### src/rtl/pipelined_scheduler.sv
// Issue/retire scheduler: tracks in-flight transactions in an in-order tag FIFO and
// raises one-hot retire strobes. Optional watchdog enabled by macro SCHEDULER_WATCHDOG_EN.
module pipelined_scheduler #(
    parameter int NUMBER_OF_QUEUES = 4,
    parameter int MAX_OUTSTANDING  = 4,
    parameter int TIMEOUT_CYCLES   = 1024,
    localparam int SEL_W = $clog2(NUMBER_OF_QUEUES),
    localparam int OUT_W = $clog2(MAX_OUTSTANDING + 1)
) (
    input  logic                        clock,
    input  logic                        reset,
    input  logic [SEL_W-1:0]            selection,
    input  logic                        valid,
    input  logic [NUMBER_OF_QUEUES-1:0] empty,
    input  logic                        consumed,
    input  logic                        flush,
    output logic                        enable,
    output logic [SEL_W-1:0]            id,
    output logic                        update,
    output logic [NUMBER_OF_QUEUES-1:0] hasBeenConsumed,
    output logic [OUT_W-1:0]            outstanding,
    output logic                        spurious_consume,
    output logic                        timeout_error
);
    localparam int PTR_W = (MAX_OUTSTANDING > 1) ? $clog2(MAX_OUTSTANDING) : 1;

    logic [MAX_OUTSTANDING-1:0][SEL_W-1:0] tags_q, tags_d;
    logic [PTR_W-1:0] wr_ptr_q, wr_ptr_d, rd_ptr_q, rd_ptr_d;
    logic [OUT_W-1:0] cnt_q, cnt_d;
    logic             enable_q, enable_d;
    logic [SEL_W-1:0] id_q, id_d;
    logic             consumed_ff_q, consumed_ff_d;
    logic             spurious_q, spurious_d;
    logic             issue, retire_edge, retire, fifo_empty, timeout_pop, pop;

    function automatic logic [PTR_W-1:0] ptr_inc(input logic [PTR_W-1:0] p);
        return (p == PTR_W'(MAX_OUTSTANDING - 1)) ? '0 : p + PTR_W'(1);
    endfunction

    always_comb begin
        fifo_empty    = (cnt_q == '0);
        retire_edge   = consumed & ~consumed_ff_q;
        issue         = valid & ~empty[selection] & (cnt_q < OUT_W'(MAX_OUTSTANDING)) & ~flush;
        retire        = retire_edge & ~fifo_empty & ~flush;
        consumed_ff_d = consumed;
        spurious_d    = spurious_q | (retire_edge & fifo_empty & ~flush);
        enable_d      = issue;
        id_d          = issue ? selection : id_q;
    end

`ifdef SCHEDULER_WATCHDOG_EN
    localparam int WD_W = $clog2(TIMEOUT_CYCLES + 1);
    logic [WD_W-1:0] wd_q, wd_d;
    logic            timeout_q, timeout_d;

    // The pop fires on the cycle the counter would reach the limit, clearing it.
    always_comb begin
        timeout_pop = ~flush & ~fifo_empty & ~retire & (wd_q == WD_W'(TIMEOUT_CYCLES - 1));
        wd_d        = (flush | fifo_empty | retire | timeout_pop) ? '0 : wd_q + WD_W'(1);
        timeout_d   = timeout_q | timeout_pop;
    end

    always_ff @(posedge clock or negedge reset) begin
        if (!reset) begin
            wd_q      <= '0;
            timeout_q <= 1'b0;
        end else begin
            wd_q      <= wd_d;
            timeout_q <= timeout_d;
        end
    end

    assign timeout_error = timeout_q;
`else
    assign timeout_pop   = 1'b0;
    assign timeout_error = 1'b0;
`endif

    always_comb begin
        pop      = retire | timeout_pop;
        tags_d   = tags_q;
        wr_ptr_d = wr_ptr_q;
        rd_ptr_d = rd_ptr_q;
        cnt_d    = cnt_q;
        if (issue) begin
            tags_d[wr_ptr_q] = selection;
            wr_ptr_d         = ptr_inc(wr_ptr_q);
        end
        if (pop) rd_ptr_d = ptr_inc(rd_ptr_q);
        if (issue && !pop)      cnt_d = cnt_q + OUT_W'(1);
        else if (pop && !issue) cnt_d = cnt_q - OUT_W'(1);
        if (flush) begin
            wr_ptr_d = '0;
            rd_ptr_d = '0;
            cnt_d    = '0;
        end
    end

    always_comb begin
        hasBeenConsumed = '0;
        if (retire) hasBeenConsumed[tags_q[rd_ptr_q]] = 1'b1;
    end

    // consumed_ff resets high so a level already asserted at release is not an edge.
    always_ff @(posedge clock or negedge reset) begin
        if (!reset) begin
            tags_q        <= '0;
            wr_ptr_q      <= '0;
            rd_ptr_q      <= '0;
            cnt_q         <= '0;
            enable_q      <= 1'b0;
            id_q          <= '0;
            consumed_ff_q <= 1'b1;
            spurious_q    <= 1'b0;
        end else begin
            tags_q        <= tags_d;
            wr_ptr_q      <= wr_ptr_d;
            rd_ptr_q      <= rd_ptr_d;
            cnt_q         <= cnt_d;
            enable_q      <= enable_d;
            id_q          <= id_d;
            consumed_ff_q <= consumed_ff_d;
            spurious_q    <= spurious_d;
        end
    end

    assign update           = issue;
    assign enable           = enable_q;
    assign id               = id_q;
    assign outstanding      = cnt_q;
    assign spurious_consume = spurious_q;
endmodule

### config.mk
export PLATFORM = sky130hd
export DESIGN_NAME = pipelined_scheduler
export DESIGN_NICKNAME = d
export VERILOG_FILES = /design/src/rtl/pipelined_scheduler.sv
export SDC_FILE = /design/constraint.sdc
export NUM_CORES = 1
export LEC_CHECK = 0
export CAP_MARGIN = 20
export CORE_UTILIZATION = 49
export DETAILED_ROUTE_END_ITERATION = 8
export MAX_ROUTING_LAYER = met4
export PLACE_DENSITY_LB_ADDON = 0.3
export RECOVER_POWER = 50
export SETUP_SLACK_MARGIN = 0.05
export SLEW_MARGIN = 20
export SYNTH_ARGS = -nofsm -noshare
export SYNTH_HDL_FRONTEND = slang
export SYNTH_SLANG_ARGS = --single-unit
### constraint.sdc
create_clock -name clock -period 2.4 [get_ports clock]
set_input_delay 0.48 -clock clock [delete_from_list [all_inputs] [get_ports clock]]
set_output_delay 0.48 -clock clock [all_outputs]
set_load 0.1 [all_outputs]
==> impl_metrics.tcl, run 1 <==
set metrics [dict create \
    status "complete, no violations" \
    synth_common_cells "dfrtp_1, nand2_1, mux2_2" \
    reg2reg_from "outstanding[2]" \
    die_area_um2 2494 \
    critical_path.max_stage_delay_ns 0.59 \
    power_density_nw_per_um2 765.4 \
    clockBufferDepth 2 \
    viasPerCell 5.630 \
    synthDistinctLibCells 37 \
    path_class "reg -> out" \
    cts_tree "yes" \
    cts_buffers 3 \
    worst-path-stages 3 \
    fin_skew_ns 0.01305 \
    vias 929 \
    drt_iter0_drc 36 \
    track_usage_pct 25.17 \
    coreArea_um2 2062 \
    timing.fmax_mhz 429.3 \
    io_pins 24 \
    clkLatencyLatePin_ns 0.32 \
    worstHoldStart "spurious_consume" \
    grt_pass1_vias 915 \
    synth_area_um2 1126 \
    relSlewSlack_pct 21.26 \
    synth.most_common_cell "dfrtp_1" \
    drtAntennaViolNets 0 \
    grt_antenna_before_repair 0 \
    ys.flop_type "dfrtp_1" \
    worst_setup_path_end_kind "output pin" \
    worstPathRequired_ns 1.92 \
    yosysSeqAreaShare_pct 44.56 \
    h-tree-depth 1 \
    cp_cell_sequence "mux4_2 -> nor4b_4 -> buf_12" \
    period_needed_ns 2.329 \
    slew_violations 0 \
    n_antenna_cell 0 \
    setup_viol 0 \
    final_core_util_pct 81.31 \
    die_y_um 49.94 \
    path_clk_slew_ns 0.13 \
    rsz0062_at_grt "yes" \
    numPortBuffers 22 \
    grt_overflow_total 0 \
    final.setup.tns_ns 0 \
    syn_to_final_growth_pct 48.89 \
    hold_path_depth 1 \
    holdBufCountCts 0 \
    irDropWorstVdd_uv 600.8 \
    path_buf_inv 1 \
    tightest_slew_ns 1.186 \
    critPathArrivalTime_ns 1.85 \
    ys_async_sr_fraction_pct 100.0 \
    avgSynthCellArea_um2 11.61 \
    synthCells 97 \
    cpLargestDelayFamily "multiplexers" \
    drc 0 \
    yosysWarnings 0 \
    rr_worst_depth 8 \
    startpoint_type "flip-flop" \
    ys_seq_elements 20 \
    grt_pass1_wl_mm 4.326 \
    nets 156 \
    finalHoldViolCount 0 \
    dp_hpwl_mm 1.934 \
    drt-total-wl_mm 2.870 \
    cp_max_fo 4 \
    first_pass_iters 4 \
    start_util_pct 54.61 \
    hp-class "reg -> reg" \
    p_leak_nw 0.7566 \
    rr_endpoint "outstanding[2]" \
    synth_top_area_cell "dfrtp_1" \
    synth_enable_flop_cells 0 \
    drive_gt1_share_pct 46.38 \
    clock-root-buffer "clkbuf_4" \
    gp_congestion 0.7764 \
    min_period_over_period_pct 97.05 \
    rows 16 \
    syn-num-nets 114 \
    cts.sinks 20 \
    synth_top_area_share_pct 42.22 \
    fp.dieW_um 49.94 \
    grt_max_degree 21 \
    holdPathEnd "spurious_consume" \
    reg2reg_slack_ns 0.21 \
    maxCapViolations 0 \
    routedWlPerCell_um 17.39 \
    synth_area_leaders "dfrtp_1, mux2_2, mux4_2" \
    cp_slowest_cell "mux4_2" \
]
-- cell usage in the layout (no fill, tap or decap), types with 4 or more instances in the layout --
master	count
ha_1	5
o21ai_0	4
dfrtp_1	15
clkbuf_1	4
mux2_2	9
dlymetal6s2s_1	4
buf_12	5
nand2_1	9
buf_4	20
clkdlybuf4s50_1	4
inv_1	5
nor2_1	4
-- metrics by stage --
step	power (mW)	setup WS [ns]	instance area [µm²]	instances	hold WS, ns
after floorplan	0.8260	-0.1954	1197	97	0.1844
final	1.283	0.07076	1677	165	0.5091
after CTS	1.256	0.04326	1625	160	0.4851
after global routing	1.343	0.007473	1677	165	0.5367
after detailed placement	0.9636	-0.2790	1544	154	0.4781
after global placement	0.9482	-0.2096	1544	154	0.4651
-- metal layers --
| metal | vias up | track usage (%) | part of all wire (%) |
|---|---|---|---|
| li1 | 426 | - | - |
| met1 | 470 | 30.60 | 42 |
| met2 | 26 | 38.74 | 52 |
| met3 | 7 | 6.790 | 4.3 |
| met4 | 0 | 11.90 | 1.7 |
| met5 | - | - | 0 |
-- repair_timing --
| item | in CTS | in global routing |
|---|---|---|
| pin swaps | 1 | 3 |
| setup endpoints to repair | 5 | 7 |
| hold endpoints to repair | 0 | 0 |
| setup buffers | 2 | 5 |
| gates resized for setup | 4 | 9 |
-- worst max path at each step --
stage / startpoint / to / slack, ns
6_report: rd_ptr_q[0] / hasBeenConsumed[1] / 0.07
5_1_grt: rd_ptr_q[0] / hasBeenConsumed[1] / 0.007
4_1_cts: empty[3] / update / 0.04
3_5_place_dp: selection[0] / outstanding[2] / -0.28
3_3_place_gp: selection[0] / outstanding[2] / -0.21
2_1_floorplan: rd_ptr_q[0] / hasBeenConsumed[2] / -0.20
-- final cells by class --
type | count | area (µm²)
Inverter | 5 | 18.77
Clock inverter | 1 | 30.03
Timing Repair Buffer | 40 | 385.4
Clock buffer | 3 | 22.52
Multi-Input combinational cell | 69 | 671.9
Sequential cell | 20 | 514.2
Fill cell | 121 | 385.4
Tap cell | 27 | 33.78
-- state kept, by name, summed over array words and instances, names as in the netlist --
signal and flops:
wr_ptr_q 2, tags_q 8, consumed_ff_q 1, outstanding 3
enable 1, rd_ptr_q 2, spurious_consume 1, id 2
-- logic make-up (layout without fill, tap and decap cells) --
logic type / Yosys count / count (layout) / share of synthesized area, %
compound gates: 12 / 12 / 7.556
flops: 20 / 20 / 44.56
xor+xnor: 1 / 1 / 0.7779
mux: 14 / 14 / 16.78
other cells: 1 / 1 / 0.3330
buf+inv: 8 / 49 / 3.667
fa+ha+maj: 6 / 6 / 7.333
simple gates: 35 / 35 / 19.00
-- power breakdown --
group,internal (mW),switching (mW),total (mW)
logic,0.209,0.341,0.551
registers,0.403,0.0445,0.448
clock network,0.169,0.116,0.285
total,0.782,0.501,1.28
No activity file was read; power rests on OpenSTA's default activity.
==> run 2, diff against run 1 <==
--- a/config.mk
+++ b/config.mk
@@ -6,6 +6,7 @@
 export NUM_CORES = 1
 export LEC_CHECK = 0
 export CAP_MARGIN = 20
+export CORE_MARGIN = 2
 export CORE_UTILIZATION = 49
 export DETAILED_ROUTE_END_ITERATION = 8
 export MAX_ROUTING_LAYER = met4
==> run 2 against run 1 <==
Total power fell by 10%; die area is 8.2% higher; cell count is 1.8% lower; worst setup slack improved by 0.0032 ns; clock skew decreased by 0.0083 ns; hold slack lost 0.012 ns; register-to-register slack about the same; sequential power about the same; critical path depth rose by 6; critical endpoint is now outstanding[2].
==> impl_metrics.tcl, run 2 (synthesis gave the netlist of run 1 again) <==
set metrics [dict create \
    first_pass_iters 4 \
    final_cell_mix "buf_4, dfrtp_1, nand2_1, mux2_2" \
    seqCellArea_um2 514.2 \
    die_area_um2 2698 \
    nets 152 \
    cp-endpoint "outstanding[2]" \
    critPathArrivalTime_ns 2.53 \
    p_leak_nw 0.6965 \
    tightest_slew_ns 1.173 \
    slew_violations 0 \
    vias 883 \
    track_usage_pct 20.30 \
    largest_reg_flops 8 \
    rows 17 \
    gp_congestion 0.8746 \
    numPortBuffers 22 \
    critPathLaunch "empty[2]" \
    cts_buffers 3 \
    irDropWorstVdd_uv 592.4 \
    coreArea_um2 2191 \
    place_ws_ns -0.2873 \
    hold_path_depth 1 \
    rr_worst_depth 8 \
    fin_skew_ns 0.004747 \
    start_util_pct 51.40 \
    dp_hpwl_mm 1.817 \
    die_y_um 51.94 \
    dp.cells 153 \
    clockBufferDepth 2 \
    path_clk_slew_ns 0.11 \
    grt_max_degree 15 \
    reg2reg_from "outstanding[0]" \
    rsz0062_at_grt "yes" \
    cts.sinks 20 \
    fill_cells 158 \
    worstPathRequired_ns 2.61 \
    setup_slack_ns 0.07398 \
    cp_cell_sequence "clkdlybuf4s50_1 -> mux4_2 -> buf_4 -> nor2_4 -> nand2_2 -> nor2_4 -> fa_2 -> or4bb_1 -> o311ai_1" \
    drc 0 \
    fp.dieW_um 51.94 \
    grt_antenna_before_repair 0 \
    power_density_nw_per_um2 716.1 \
    multi_input_area_um2 671.9 \
    startpoint_type "primary input" \
    worstHoldStart "spurious_consume" \
    drt_iter0_drc 14 \
    grt_pass1_wl_mm 3.864 \
    io_pins 24 \
    timing.fmax_mhz 429.9 \
    crit_top_cell "nor2_4" \
    routedWlPerCell_um 14.34 \
    drive_gt1_share_pct 43.28 \
    fin_cells 162 \
    cp_slowest_cell "mux4_2" \
    drt-total-wl_mm 2.323 \
    finalHoldViolCount 0 \
    rr_endpoint "outstanding[2]" \
    worst_setup_path_end_kind "flip-flop" \
    mostFrequentLayoutCell "buf_4" \
    hp-class "reg -> reg" \
    relSlewSlack_pct 22.11 \
    clkLatencyLatePin_ns 0.30 \
    clock-root-buffer "clkbuf_4" \
    h-tree-depth 1 \
    status "complete, no violations" \
    n_antenna_cell 0 \
    syn_to_final_growth_pct 42.78 \
    regMostFlops "tags_q" \
    viasPerCell 5.451 \
    min_period_over_period_pct 96.92 \
    grt_pass1_vias 893 \
    grt_overflow_total 0 \
    setup_viol 0 \
    period_needed_ns 2.326 \
    reg2reg_slack_ns 0.21 \
    path_class "in -> reg" \
    maxCapViolations 0 \
    critical_path.max_stage_delay_ns 0.48 \
    drtAntennaViolNets 0 \
    cp_max_fo 2 \
    cts_tree "yes" \
]
## run 2: timing repair
item | CTS | global route
gates resized for setup | 7 | 5
setup endpoints to repair | 5 | 7
gates cloned | 0 | 0
hold buffers | 0 | 0
buffers inserted | 3 | 2
pin swaps | 2 | 3
## run 2: area by class of cell
class / count / area share [%]
inverter: 5 / 1.167
multi-input combinational: 69 / 41.79
tap: 28 / 2.179
sequential: 20 / 31.98
clock buffer: 4 / 1.634
timing repair buffer: 36 / 21.25
## run 2: how the worst min path moves through the flow
| stage | endpoint | slack, ns |
|---|---|---|
| after detailed placement | spurious_consume | 0.47 |
| after CTS | rd_ptr_q[1] | 0.50 |
| after global placement | spurious_consume | 0.47 |
| after floorplan | enable | 0.18 |
| after global routing | spurious_consume | 0.53 |
| final | spurious_consume | 0.50 |
## run 2: power by group
part | internal (mW) | switching [mW]
Sequential | 0.403 | 0.0416
Combinational | 0.206 | 0.333
Clock | 0.0649 | 0.102
Total | 0.674 | 0.477
## run 2: per-stage QoR
step           power, mW  setup TNS [ns]  hold slack [ns]  utilization [%]  area, µm²
3_3_place_gp      0.9481          -1.064           0.4674            69.85       1530
3_5_place_dp      0.9625          -1.245           0.4745            69.85       1530
6_report           1.151               0           0.4968            73.39       1608
4_1_cts            1.144               0           0.4997            72.30       1584
2_1_floorplan     0.8260         -0.5013           0.1844                -       1197
5_1_grt            1.213               0           0.5304            73.39       1608
## run 2: worst max-delay path, delay by kind of cell
family                     cells  cell delay, ns
AOI/OAI and AO/OA              1            0.09
muxes                          1            0.48
and+or+nand+nor                4            0.71
adders and majority gates      1            0.21
buffers and inverters          2            0.58
## run 2: layer usage
layer  share of wire (%)  routed length [µm]  global-route usage, %  vias up
met3                 3.4                  80                  2.874        5
li1                    -                   -                      -      419
met1                  42                 981                  24.67      438
met4                 1.7                  39                  9.211        0
met2                  53                1222                  33.54       21
met5                   0                   0                      -        -
